**src/rtl/div_unit.sv**
```systemverilog
// div_unit: iterative restoring divider for DIV/DIVU, one quotient bit per cycle.
// Result is {remainder, quotient}. Optional build macro DIV_ZERO_DIVIDEND_FAST_EN
// routes a zero dividend through the BYZERO fast path instead of the full loop.
//
// state  | meaning
// FREE   | idle, waiting for start_i (blocked while annul_i=1)
// BYZERO | zero divisor (or fast zero dividend), result forced to 0
// ON     | one shift-subtract step per cycle, DIV_W steps
// END    | result valid, held while start_i stays high
module div_unit #(
  parameter int DIV_W = 32
) (
  input  logic                 clk,
  input  logic                 rst,
  input  logic                 start_i,
  input  logic                 signed_div_i,
  input  logic [DIV_W-1:0]     opdata1_i,
  input  logic [DIV_W-1:0]     opdata2_i,
  input  logic                 annul_i,
  output logic [2*DIV_W-1:0]   result_o,
  output logic                 ready_o,
  output logic                 busy_o
);

  localparam int CNT_W = $clog2(DIV_W + 1);

  typedef enum logic [1:0] {FREE, BYZERO, ON, END} state_t;

  state_t              state, state_nxt;
  logic [CNT_W-1:0]    cnt;
  logic [DIV_W-1:0]    rem;
  logic [DIV_W-1:0]    dvd;
  logic [DIV_W-1:0]    dsr;
  logic                signed_r;
  logic                sign1_r;
  logic                sign2_r;
  logic [2*DIV_W-1:0]  result_r;

  logic                accept;
  logic                fast_zero;
  logic                last_step;
  logic [DIV_W:0]      shifted;
  logic [DIV_W:0]      diff;
  logic                borrow;
  logic                qbit;
  logic [DIV_W-1:0]    rem_nxt;
  logic [DIV_W-1:0]    quo_nxt;
  logic [DIV_W-1:0]    rem_fix;
  logic [DIV_W-1:0]    quo_fix;
  logic                unused_diff_msb;

`ifdef DIV_ZERO_DIVIDEND_FAST_EN
  assign fast_zero = (opdata1_i == '0);
`else
  assign fast_zero = 1'b0;
`endif

  assign accept    = start_i && !annul_i;
  assign last_step = (cnt == CNT_W'(DIV_W - 1));

  // One restoring step: shift in the next dividend bit, trial-subtract the divisor.
  // The quotient bits shift into the low end of dvd as dividend bits leave the top.
  always_comb begin
    shifted         = {rem, dvd[DIV_W-1]};
    {borrow, diff}  = {1'b0, shifted} - {2'b00, dsr};
    qbit            = ~borrow;
    // With no borrow the difference is below the divisor, so its top bit is always 0.
    unused_diff_msb = diff[DIV_W];
    rem_nxt         = qbit ? diff[DIV_W-1:0] : shifted[DIV_W-1:0];
    quo_nxt         = {dvd[DIV_W-2:0], qbit};
    quo_fix         = (signed_r && (sign1_r ^ sign2_r)) ? (~quo_nxt + 1'b1) : quo_nxt;
    rem_fix         = (signed_r && sign1_r) ? (~rem_nxt + 1'b1) : rem_nxt;
  end

  // State register.
  always_ff @(posedge clk) begin
    if (rst) state <= FREE;
    else     state <= state_nxt;
  end

  // Next-state logic and outputs; result is only exposed in END.
  always_comb begin
    state_nxt = state;
    ready_o   = 1'b0;
    busy_o    = 1'b0;
    result_o  = '0;
    case (state)
      FREE: begin
        if (accept) begin
          if (opdata2_i == '0 || fast_zero) state_nxt = BYZERO;
          else                              state_nxt = ON;
        end
      end
      BYZERO: begin
        busy_o    = 1'b1;
        state_nxt = annul_i ? FREE : END;
      end
      ON: begin
        busy_o = 1'b1;
        if (annul_i)        state_nxt = FREE;
        else if (last_step) state_nxt = END;
      end
      END: begin
        ready_o  = 1'b1;
        result_o = result_r;
        if (!start_i) state_nxt = FREE;
      end
      default: state_nxt = FREE;
    endcase
  end

  // Operand latch and iteration datapath; magnitudes are taken at latch time.
  always_ff @(posedge clk) begin
    if (rst) begin
      cnt      <= '0;
      rem      <= '0;
      dvd      <= '0;
      dsr      <= '0;
      signed_r <= 1'b0;
      sign1_r  <= 1'b0;
      sign2_r  <= 1'b0;
      result_r <= '0;
    end else begin
      case (state)
        FREE: begin
          if (accept) begin
            signed_r <= signed_div_i;
            sign1_r  <= opdata1_i[DIV_W-1];
            sign2_r  <= opdata2_i[DIV_W-1];
            dvd      <= (signed_div_i && opdata1_i[DIV_W-1]) ? (~opdata1_i + 1'b1) : opdata1_i;
            dsr      <= (signed_div_i && opdata2_i[DIV_W-1]) ? (~opdata2_i + 1'b1) : opdata2_i;
            rem      <= '0;
            cnt      <= '0;
            result_r <= '0;
          end
        end
        ON: begin
          rem <= rem_nxt;
          dvd <= quo_nxt;
          cnt <= cnt + 1'b1;
          if (last_step) result_r <= {rem_fix, quo_fix};
        end
        default: ;
      endcase
    end
  end

endmodule
```
**config.mk**
```make
export PLATFORM = sky130hd
export DESIGN_NAME = div_unit
export DESIGN_NICKNAME = d
export VERILOG_FILES = /design/src/rtl/div_unit.sv
export SDC_FILE = /design/constraint.sdc
export NUM_CORES = 1
export LEC_CHECK = 0
export BUFFER_PORTS_ARGS = -buffer_cell sky130_fd_sc_hd__clkbuf_2
export CORE_UTILIZATION = 60
export CTS_CLUSTER_DIAMETER = 150
export DETAILED_ROUTE_END_ITERATION = 6
export PLACE_DENSITY = 0.81
export SLEW_MARGIN = 30
export SYNTH_ARGS = -nofsm -noshare
export SYNTH_HDL_FRONTEND = slang
export SYNTH_SLANG_ARGS = --single-unit
```
**constraint.sdc**
```tcl
create_clock -name clk -period 9.13 [get_ports clk]
set_input_delay 0.4565 -clock clk [delete_from_list [all_inputs] [get_ports clk]]
set_output_delay 0.4565 -clock clk [all_outputs]
set_load 0.02 [all_outputs]
```
# After elaboration in Yosys (flattened, before gate mapping)
# Cells that the tools add are included.
[classes] addsub=6 n_eq_ne=8 n_mux=24 bitwise=6 reduce_logical=14
[ops] op="$mux 32" count=7
[ops] op="$mux 64" count=3
[ops] op="$add 32x1->32 const B" count=4
[ops] op="$not 32->32" count=4
[ops] op="$pmux 32 s2" count=2
[ops] op="$pmux 64 s2" count=1
[ops] op="$sub 33x32->34" count=1
[ops] op="$logic_not 32->1" count=1
[ops] op="$mux 2" count=6
[ops] op="$pmux 6 s2" count=1
[ops] op="$pmux 2 s4" count=1
[ops] op="$add 6x1->6 const B" count=1
[ops] op="$eq 6x5->1 const B" count=1
[ops] op="$mux 6" count=1
[ops] op="$ne 2x2->1 const B" count=3
[ops] op="$reduce_and 3->1" count=2
[ops] op="$logic_and 1x1->1" count=5
[ops] op="$eq 2x2->1 const B" count=2
[ops] op="$reduce_and 2->1" count=2
[ops] op="$ne 3x3->1 const B" count=1
[ops] op="$eq 2x1->1 const B" count=1
[ops] op="$logic_not 2->1" count=1
[ops] op="$mux 1" count=2
[ops] op="$reduce_bool 2->1" count=1
[ops] op="4 further kinds" count=4
[word_totals] regBits=171 in_bits=69 elab_cells=67

# Longest topological paths before layout
[depth] ltp_word=7 mapped_depth=24 depth_no_buf=19

# Worst setup path before layout
# OpenSTA, ideal clock, no wires.
[synth_timing] kind="reg-to-reg" startpoint="register dsr[6]" endpoint="register result_r[60]" setup_ns=0.117 arrival_ns=4.841 setup_slack_ns=4.172 path_stages_with_launch=24 synth_period_minus_slack_ns=4.958 path_cell_list="dfxtp_1 > inv_1 > ha_1 > buf_4 > and2_1 > nand3_1 > a2111oi_4 > o311ai_4 > nand2_2 > clkbuf_1 > buf_2 > buf_2 > buf_2 > nand2_1 > o21ai_0 > ha_1 > nor2b_1 > nand2_1 > nor4_1 > o21ai_1 > or3_1 > o41ai_1 > xor2_1 > a22o_1"
[synth_via] elab_chain_cells=7
[synth_rtl] item="start, declared" line_no="33" rtl="logic [DIV_W-1:0] dsr;"
[synth_rtl] item="start signal, assigned" line_no="131" rtl="dsr <= (signed_div_i && opdata2_i[DIV_W-1]) ? (~opdata2_i + 1'b1) : opdata2_i;"
[synth_rtl] item="$sub 33x32->34 *" line_no="65" rtl="{borrow, diff} = {1'b0, shifted} - {2'b00, dsr};"
[synth_rtl] item="$mux 32 *" line_no="69" rtl="rem_nxt = qbit ? diff[DIV_W-1:0] : shifted[DIV_W-1:0];"
[synth_rtl] item="$not 32->32" line_no="72" rtl="rem_fix = (signed_r && sign1_r) ? (~rem_nxt + 1'b1) : rem_nxt;"
[synth_rtl] item="$add 32x1->32" line_no="72"
[synth_rtl] item="$mux 32 *" line_no="72"
[synth_rtl] item="$mux 64 *" line_no="141" rtl="if (last_step) result_r <= {rem_fix, quo_fix};"
[synth_rtl] item="$pmux 64 s2 *" line_no="124" rtl="case (state)"
[synth_rtl] item="end signal, assigned" line_no="141"
[synth_rtl] item="end, declared" line_no="37" rtl="logic [2*DIV_W-1:0] result_r;"
# Every way passes the cells marked *; elsewhere a longest branch is shown, timed or not. The select of a mux whose other input is x is not followed.
# A chain may end at the register's enable or synchronous reset.

# Worst setup path after layout
[layout_timing] startpoint="register rem[6]" endpoint="register result_r[60]"
[layout_via] elab_chain_cells=7
[layout_rtl] item="start, declared" line_no="31" rtl="logic [DIV_W-1:0] rem;"
[layout_rtl] item="start signal, assigned" line_no="138" rtl="rem <= rem_nxt;"
[layout_rtl] item="$sub 33x32->34" line_no="65"
[layout_rtl] item="$mux 32 *" line_no="69"
[layout_rtl] item="$not 32->32" line_no="72"
[layout_rtl] item="$add 32x1->32" line_no="72"
[layout_rtl] item="$mux 32 *" line_no="72"
[layout_rtl] item="$mux 64 *" line_no="141"
[layout_rtl] item="$pmux 64 s2 *" line_no="124"
# Marks and branches as above.

==> flow_summary.yaml <==
detailed_routing:
  drt_iter0_markers: 1348
  wl_per_cell_um: 17.6
  drt_pre_antenna_iters: 5
  num_vias: 12300
  drc: 0
  route.detailed.vias_per_inst: 6.19
  routed_wl_um: 34900
  ant_nets: 0
layout:
  diodes: 0
  area_delta_synth_final_pct: 10.7
  num-fill-cells: 1714
  fin_nets: 1816
  multi_input_area_um2: 8040
  regArea_um2: 3420
  drive_gt1_share_pct: 12.2
synthesis:
  syn_area_um2: 12000
  syn-mean-instance-area_um2: 7.35
  synthFlopType: "dfxtp_1"
  synthTopCellsByArea: "dfxtp_1 28%, nor2_1 6.7%, a21oi_1 5.8%"
  synth-seq-cells: 171
  yosys.area.top_type_share_pct: 28.4
  synthCells: 1640
  yosys_warnings: 0
  synthArstFlopShare_pct: 0
  seq_area_frac_synth_pct: 28.4
  yosysTopAreaCell: "dfxtp_1"
  synth_nets: 1751
  synth.most_common_cell: "nor2_1"
  netlist-cell-type-count: 73
  synth_edf_count: 0
  synth_common_cells: "215 x nor2_1, 181 x nand2_1, 171 x dfxtp_1"
setup_path:
  cp.arrival_ns: 5.47
  startpoint_type: "flop"
  critical_path_class: "flop to flop"
  setup.worst_path.end_class: "flop"
  path_max_fanout: 45
  cp.required_ns: 9.46
timing:
  max_clock_freq_mhz: 195
  worst-slew-pin-transition_ns: 0.998
  period_share_pct: 56.2
  slew_headroom_pct: 33.4
  setup_tns_ns: 0
  skew_ns: 0.0117
  maxSlewViolCount: 0
  setup_viol: 0
  hold_viol: 0
  fin_crit_ns: 5.14
  rsz0062_at_grt: "false"
floorplan:
  io_pins: 135
  core_um2: 19600
  die_w_um: 144
  initial_core_util_pct: 61.5
  dieArea_um2: 20600
  fp-row-count: 51
  die_h_um: 144
power_and_ir_drop:
  p_leak_nw: 5.35
  cellPowerDensity_nw_per_um2: 362
  total_power_w: 0.00482
  ir_drop_v: 0.000349
clock_tree:
  cts_buffers: 17
  clock_latency_ns: 0.44
  hold_buffers: 0
  root_buffer: "clkbuf_16"
  clockBufferDepth: 2
  cts_num_sinks: 171
  postCtsSetupBuffers: 0
  htreeDepth: 4
  path_clk_slew_ns: 0.08
  cts_tree: "done"
  cts_resized: 0
outcome:
  status: "finished clean"
grt:
  grt_pass1_vias: 10300
  grt_max_degree: 92
  grt_usage_pct: 34.1
  antenna_found_initial: 0
  grt_overflow: 0
  grt_first_pass_wirelength_um: 54800
hold_path:
  hold_path.class: "primary input to flop"
flow_run:
  drv_cap: 0
place:
  io_buffers: 134
  gp_congestion: 0.967
  post-dp-hpwl_um: 25900
registers in the layout, summed over array words and instances, names as in the netlist:
register / flops
cnt: 6
dsr: 32
dvd: 32
rem: 32
result_r: 64
sign1_r: 1
sign2_r: 1
signed_r: 1
state: 2
power by group:
group	internal, W	switching (W)	leakage [nW]	total, W
Clock	0.000391	0.000342	0.273	0.000733
Sequential	0.000837	0.000127	1.39	0.000964
Combinational	0.00106	0.00207	3.69	0.00313
kinds of logic after synthesis:
group | after synthesis | synth area share, %
buffers and inverters | 155 | 4.98
xor gates and xnor gates | 124 | 9.02
DFF | 171 | 28.4
adders and majority gates | 42 | 4.42
and+or+nand+nor | 658 | 25.8
muxes | 17 | 1.45
AOI/OAI and AO/OA | 473 | 25.9
placed cells by master, fill, tap and decap left out, types with 20 or more instances in the layout:
master	instances
ha_1	41
a211oi_1	35
nand3_1	24
clkbuf_2	133
a21oi_1	140
dfxtp_1	171
o211ai_1	20
and2_1	78
xnor2_1	64
o31ai_1	21
nor3_1	41
a22oi_1	56
inv_1	55
o21ai_0	81
a22o_1	22
or3_1	20
nor2_1	214
nand2_1	180
xor2_1	60
metrics by stage:
stage | std cells | hold WS (ns) | setup WS [ns] | utilization, % | instance area (µm²)
finish | 1983 | 0.272 | 3.99 | 68.1 | 13300
global route | 1983 | 0.296 | 3.57 | 68.1 | 13300
CTS | 1983 | 0.265 | 4.08 | 68.1 | 13300
detailed placement | 1951 | 0.441 | 4.12 | 65.1 | 12800
global placement | 1951 | 0.436 | 4.28 | 65.1 | 12800
floorplan | 1640 | 0.427 | 4.17 | - | 12000
final timing paths:
kind | from | cells after the start | slack (ns) | end
worst min register to register | result_r[45] | 2 | 0.45 | result_r[45]
worst max register to register | rem[6] | 18 | 3.99 | result_r[60]
worst max-delay path | rem[6] | 18 | 3.99 | result_r[60]
worst min-delay path | opdata2_i[0] | 3 | 0.27 | dsr[0]
metal layers:
metal	share of wire (%)	wire length [µm]	track usage, %	vias to the layer above
li1	-	-	-	5990
met1	49	16900	54.7	5672
met2	40	13900	47.0	594
met3	10	3650	4.83	25
met4	1.0	355	7.00	0
met5	0	0	0	-
critical path, stage by stage (launching register included):
cell and delay, ns:
dfxtp_1 0.37, ha_1 0.45, and2_1 0.23, nand3_1 0.18, a2111oi_4 0.50, o311ai_4 0.18
nand2_2 0.16, buf_4 0.48, a21oi_1 0.21, inv_1 0.10, ha_1 0.21, nor2b_1 0.18
nand2_1 0.09, nor4_1 0.26, o21ai_1 0.20, or3_1 0.45, o41ai_1 0.42, xor2_1 0.12
a22o_1 0.21
cell type report:
cell class / instances / share of cell area, %
Clock buffer: 20 / 3.35
Clock inverter: 12 / 0.994
Inverter: 56 / 1.58
Multi-Input combinational cell: 1314 / 60.3
Sequential cell: 171 / 25.7
Tap cell: 265 / 2.49
Timing Repair Buffer: 145 / 5.66
No activity file was read; power rests on OpenSTA's default activity.
